### src/rtl/da_lms_frame_sequencer.sv
// Frame sequencer for the DA LMS filter: capture 16 samples, DA bit-serial compute,
// error latch, optional weight-update sweep, frame-done; Moore outputs, combinational load strobe.
module da_lms_frame_sequencer #(
    parameter int NTAPS = 16,
    parameter int IDXW  = 4,
    parameter int DW    = 8,
    parameter int BITW  = 3
) (
    input  logic            clk_i,
    input  logic            rst_i,
    input  logic            run_i,
    input  logic            adapt_en_i,
    input  logic            xin_valid_i,
    output logic            xin_ready_o,
    output logic            load_en_o,
    output logic [IDXW-1:0] load_idx_o,
    output logic            acc_clr_o,
    output logic            acc_en_o,
    output logic [BITW-1:0] bit_idx_o,
    output logic            acc_sub_o,
    output logic            err_latch_o,
    output logic            upd_en_o,
    output logic [IDXW-1:0] upd_idx_o,
    output logic            frame_done_o,
    output logic            busy_o
);

    localparam int CW = (IDXW > BITW) ? IDXW : BITW;
    localparam logic [CW-1:0] TAP_LAST = CW'(NTAPS - 1);
    localparam logic [CW-1:0] BIT_LAST = CW'(DW - 1);

    typedef enum logic [2:0] {
        S_IDLE,
        S_LOAD,
        S_COMPUTE,
        S_ERR,
        S_UPDATE,
        S_DONE
    } state_t;

    state_t          state_q, state_d;
    logic [CW-1:0]   cnt_q, cnt_d;

    logic            xin_ready_q, xin_ready_d;
    logic            acc_clr_q, acc_clr_d;
    logic            acc_en_q, acc_en_d;
    logic [BITW-1:0] bit_idx_q, bit_idx_d;
    logic            acc_sub_q, acc_sub_d;
    logic            err_latch_q, err_latch_d;
    logic            upd_en_q, upd_en_d;
    logic [IDXW-1:0] upd_idx_q, upd_idx_d;
    logic            frame_done_q, frame_done_d;
    logic            busy_q, busy_d;

    // One shared counter serves as slot, bit and tap index; it is zero on entry to every phase.
    always_comb begin
        state_d = state_q;
        cnt_d   = cnt_q;
        unique case (state_q)
            S_IDLE: begin
                cnt_d = '0;
                if (run_i) state_d = S_LOAD;
            end
            S_LOAD: begin
                if (xin_valid_i) begin
                    if (cnt_q == TAP_LAST) begin
                        cnt_d   = '0;
                        state_d = S_COMPUTE;
                    end else begin
                        cnt_d = cnt_q + CW'(1);
                    end
                end
            end
            S_COMPUTE: begin
                if (cnt_q == BIT_LAST) begin
                    cnt_d   = '0;
                    state_d = S_ERR;
                end else begin
                    cnt_d = cnt_q + CW'(1);
                end
            end
            S_ERR: begin
                cnt_d   = '0;
                state_d = adapt_en_i ? S_UPDATE : S_DONE;
            end
            S_UPDATE: begin
                if (cnt_q == TAP_LAST) begin
                    cnt_d   = '0;
                    state_d = S_DONE;
                end else begin
                    cnt_d = cnt_q + CW'(1);
                end
            end
            S_DONE: begin
                cnt_d   = '0;
                state_d = run_i ? S_LOAD : S_IDLE;
            end
            default: begin
                cnt_d   = '0;
                state_d = S_IDLE;
            end
        endcase

        // Outputs are decoded from the next state so the registered copies line up with state_q.
        xin_ready_d  = (state_d == S_LOAD);
        acc_en_d     = (state_d == S_COMPUTE);
        acc_clr_d    = (state_d == S_COMPUTE) && (cnt_d == '0);
        acc_sub_d    = (state_d == S_COMPUTE) && (cnt_d == BIT_LAST);
        bit_idx_d    = (state_d == S_COMPUTE) ? cnt_d[BITW-1:0] : '0;
        err_latch_d  = (state_d == S_ERR);
        upd_en_d     = (state_d == S_UPDATE);
        upd_idx_d    = (state_d == S_UPDATE) ? cnt_d[IDXW-1:0] : '0;
        frame_done_d = (state_d == S_DONE);
        busy_d       = (state_d != S_IDLE);
    end

    always_ff @(posedge clk_i or negedge rst_i) begin
        if (!rst_i) begin
            state_q      <= S_IDLE;
            cnt_q        <= '0;
            xin_ready_q  <= 1'b0;
            acc_clr_q    <= 1'b0;
            acc_en_q     <= 1'b0;
            bit_idx_q    <= '0;
            acc_sub_q    <= 1'b0;
            err_latch_q  <= 1'b0;
            upd_en_q     <= 1'b0;
            upd_idx_q    <= '0;
            frame_done_q <= 1'b0;
            busy_q       <= 1'b0;
        end else begin
            state_q      <= state_d;
            cnt_q        <= cnt_d;
            xin_ready_q  <= xin_ready_d;
            acc_clr_q    <= acc_clr_d;
            acc_en_q     <= acc_en_d;
            bit_idx_q    <= bit_idx_d;
            acc_sub_q    <= acc_sub_d;
            err_latch_q  <= err_latch_d;
            upd_en_q     <= upd_en_d;
            upd_idx_q    <= upd_idx_d;
            frame_done_q <= frame_done_d;
            busy_q       <= busy_d;
        end
    end

    // The capture strobe must hit the bank in the same cycle the sample is offered.
    assign load_en_o    = xin_ready_q & xin_valid_i;
    assign load_idx_o   = xin_ready_q ? cnt_q[IDXW-1:0] : '0;

    assign xin_ready_o  = xin_ready_q;
    assign acc_clr_o    = acc_clr_q;
    assign acc_en_o     = acc_en_q;
    assign bit_idx_o    = bit_idx_q;
    assign acc_sub_o    = acc_sub_q;
    assign err_latch_o  = err_latch_q;
    assign upd_en_o     = upd_en_q;
    assign upd_idx_o    = upd_idx_q;
    assign frame_done_o = frame_done_q;
    assign busy_o       = busy_q;

endmodule
### config.mk
export PLATFORM = sky130hd
export DESIGN_NAME = da_lms_frame_sequencer
export DESIGN_NICKNAME = d
export VERILOG_FILES = /design/src/rtl/da_lms_frame_sequencer.sv
export SDC_FILE = /design/constraint.sdc
export NUM_CORES = 1
export LEC_CHECK = 0
export BUFFER_PORTS_ARGS = -buffer_cell sky130_fd_sc_hd__buf_2
export CAP_MARGIN = 30
export CORE_MARGIN = 8
export CORE_UTILIZATION = 44
export DETAILED_ROUTE_END_ITERATION = 6
export MAX_ROUTING_LAYER = met4
export PLACE_DENSITY = 0.72
export SLEW_MARGIN = 5
export SYNTH_ARGS = -nofsm -noshare
export SYNTH_HDL_FRONTEND = slang
export SYNTH_SLANG_ARGS = --single-unit
### constraint.sdc
create_clock -name clk_i -period 4.9 [get_ports clk_i]
set_input_delay 0.49 -clock clk_i [delete_from_list [all_inputs] [get_ports clk_i]]
set_output_delay 0.49 -clock clk_i [all_outputs]
set_load 0.005 [all_outputs]
==> results.sh <==
export IMPL_status="finished, final reports clean"
export IMPL_tns_ns=0
export IMPL_drc=0
export IMPL_diodes=0
export IMPL_synth_fp_nets=103
export IMPL_worst_ep_required_time_ns=5.10
export IMPL_clockBufferDepth=2
export IMPL_place_ws_ns=2.811
export IMPL_final_antenna_net_count=0
export IMPL_drv_slew=0
export IMPL_drv_cap=0
export IMPL_synth_area_mm2=0.001046
export IMPL_hold_viol=0
export IMPL_drt_initial_drc_count=42
export IMPL_die_h_um=64.76
export IMPL_ctsResizeCount=0
export IMPL_wl_per_cell_um=15.30
export IMPL_route_final_wire_length_um=2249
export IMPL_final_period_utilization_pct=43.18
export IMPL_post_cts_buffers=0
export IMPL_grt_first_pass_wirelength_um=3829
export IMPL_ys_types=39
export IMPL_cts_tree="yes"
export IMPL_drive_gt1_share_pct=30.25
export IMPL_clock_sinks=22
export IMPL_cts_root_buf="clkbuf_4"
export IMPL_fin_area_mm2=0.001199
export IMPL_ys_ff_latch=22
export IMPL_ios=25
export IMPL_num_rows=17
export IMPL_worst_pin_slew_ns=0.5503
export IMPL_worstPathMaxFanout=10
export IMPL_synth_avg_cell_area_um2=10.78
export IMPL_pwr_density_cell_mw_per_mm2=462.8
export IMPL_r2r_start="cnt_q[0]"
export IMPL_first_global_vias=805
export IMPL_ctsHoldBuffers=0
export IMPL_rsz0062_at_grt="no"
export IMPL_clock_skew_ns=0.008182
export IMPL_die_w_um=64.76
export IMPL_antenna_found_initial=0
export IMPL_worst_slack_ns=2.784
export IMPL_synthToLayoutAreaGrowth_pct=14.59
export IMPL_htree_levels=1
export IMPL_fp_coreArea_mm2=0.002233
export IMPL_ys_seq_area_share_pct=52.63
export IMPL_die_area_mm2=0.004193
export IMPL_setup_viol=0
export IMPL_clock_latency_ns=0.30
export IMPL_holdCritPathClass="input pin to asynchronous set/reset pin"
export IMPL_relSlewSlack_pct=63.23
export IMPL_grt_usage_pct=11.61
export IMPL_leakage_nw=0.5792
export IMPL_crit_chain="ha_1 > nand4_1 > a32o_1 > or3_4 > or3_1"
export IMPL_place_detailed_hpwl_um=1628
export IMPL_cpPeakStageDelay_ns=0.52
export IMPL_start_util_pct=46.83
export IMPL_grt_max_degree=23
export IMPL_num_vias=821
export IMPL_path_class="register to register"
export IMPL_yosysWarningCount=0
export IMPL_nets=126
export IMPL_portBuffers=24
export IMPL_r2r_end="busy_o"
export IMPL_worst_r2r_cell_count=5
export IMPL_dp_cells=143
export IMPL_netlist_instances=97
export IMPL_clk_pin_slew_ns=0.12
export IMPL_stdcell_count=147
export IMPL_grt_ovfl_total=0
export IMPL_power_mw=0.5547
export IMPL_numCtsBuffers=3
export IMPL_fmax_mhz=472.6
export IMPL_reg2reg_setup_slack_ns=2.78
export IMPL_critPathCaptureType="register"
export IMPL_drtPass1Iterations=4
export IMPL_cp_start_kind="register"
export IMPL_slowest_stage="dfrtp_1"
export IMPL_place_area_mm2=0.001162
export IMPL_via_per_inst=5.585
export IMPL_worst_ep_arrival_time_ns=2.31
export IMPL_place_congestion=0.9136
export IMPL_max_vdd_ir_drop_mv=0.3210
export IMPL_fin_crit_ns=2.116
==> layout by cell type (no fill, tap or decap), types with 2 or more instances in the layout <==
cell type	Yosys	routed
nand2b_1	2	2
nand3_1	2	2
clkbuf_4	0	3
a21oi_1	3	3
nand2_1	6	6
xnor2_1	4	4
dfrtp_1	22	22
o21ai_0	6	6
inv_1	3	3
nor3_1	3	3
nor4b_1	2	2
and2b_1	2	2
a31oi_1	2	2
and2_1	5	5
nor2_1	6	6
or2_2	2	2
buf_2	4	24
==> layout make-up <==
class                           count  area (um^2)
Fill cell                         216         1035
Sequential cell                    22        550.5
Multi-Input combinational cell     66        445.4
Timing Repair Buffer               24        120.1
Clock buffer                        4        36.28
Tap cell                           28        35.03
Inverter                            3        11.26
==> cell usage after synthesis <==
cell | n | area [um^2]
nor2_1 | 6 | 22.52
nand4_1 | 1 | 6.260
buf_2 | 4 | 20.02
buf_4 | 1 | 7.510
a21oi_1 | 3 | 15.01
xnor2_1 | 4 | 35.03
nand2_1 | 6 | 22.52
dfrtp_1 | 22 | 550.5
a32o_1 | 1 | 10.01
nor3b_1 | 1 | 7.510
nand4bb_1 | 1 | 11.26
a311oi_1 | 1 | 8.760
ha_1 | 1 | 12.51
a22oi_1 | 1 | 7.510
a311o_2 | 1 | 11.26
nand3_1 | 2 | 10.01
inv_1 | 3 | 11.26
a211o_1 | 1 | 8.760
or3_4 | 1 | 11.26
nand2b_1 | 2 | 12.51
or3b_1 | 1 | 8.760
a311oi_2 | 1 | 15.01
o211ai_1 | 1 | 7.510
or3b_2 | 1 | 8.760
a21bo_2 | 1 | 10.01
and2b_1 | 2 | 15.01
a21boi_1 | 1 | 7.510
o21ai_0 | 6 | 30.03
a31oi_1 | 2 | 12.51
buf_6 | 1 | 11.26
or3b_4 | 1 | 11.26
nand3b_1 | 1 | 7.510
or2_2 | 2 | 12.51
and2_1 | 5 | 31.28
or3_1 | 1 | 6.260
nor3_1 | 3 | 15.01
or2b_1 | 1 | 7.510
o32ai_1 | 1 | 8.760
nor4b_1 | 2 | 17.52
==> sequential cells by signal, summed over array words and instances, names as in the netlist <==
signal and cells:
acc_en_o 1, frame_done_o 1, upd_en_o 1, acc_clr_o 1
upd_idx_o 4, busy_o 1, bit_idx_o 3, acc_sub_o 1
err_latch_o 1, cnt_q 4, xin_ready_o 1, state_q 3
==> metrics by stage <==
stage | hold slack [ns] | util (%)
2_1_floorplan | 0.1944 | -
3_3_place_gp | 0.4675 | 52.04
3_5_place_dp | 0.4740 | 52.04
4_1_cts | 0.1367 | 53.67
5_1_grt | 0.1472 | 53.67
6_report | 0.1216 | 53.67
==> cells by family (layout without fill, tap and decap cells) <==
group	count (synthesis)	after routing	synth area share, %
and+or+nand+nor	40	40	23.45
DFF	22	22	52.63
AOI/OAI and AO/OA	21	21	14.59
buffers and inverters	9	31	4.785
xor gates and xnor gates	4	4	3.349
adders and majority gates	1	1	1.196
==> per-layer routing <==
metal  vias to the layer above  GRT usage [%]  share of wire (%)
met1                       385          14.86                 45
met4                         0          6.812                3.6
met3                        10          3.436                8.2
met5                         -              -                  0
li1                        388              -                  -
met2                        38          15.78                 43
==> how the worst max path moves through the flow <==
stage	start	endpoint	slack (ns)	cells past startpoint
2_1_floorplan	cnt_q[0]	busy_o	3.04	6
3_3_place_gp	cnt_q[0]	busy_o	2.89	5
3_5_place_dp	cnt_q[0]	busy_o	2.81	5
4_1_cts	cnt_q[0]	busy_o	2.80	5
5_1_grt	cnt_q[0]	busy_o	2.66	5
6_report	cnt_q[0]	busy_o	2.78	5
==> where the power goes <==
part           internal [mW]  switching [mW]  leakage [nW]
Clock                 0.0453          0.0519        0.0210
Sequential             0.208          0.0534         0.288
Combinational         0.0951           0.101         0.270
Total                  0.348           0.206         0.579
==> worst max-delay path, delay by kind of cell (launching register included) <==
kind                       cells  cell delay, ns
and+or+nand+nor                3            0.82
adders and majority gates      1            0.45
AOI/OAI and AO/OA              1            0.24
DFF                            1            0.52
Note: power is estimated with default switching activity, not from simulation.
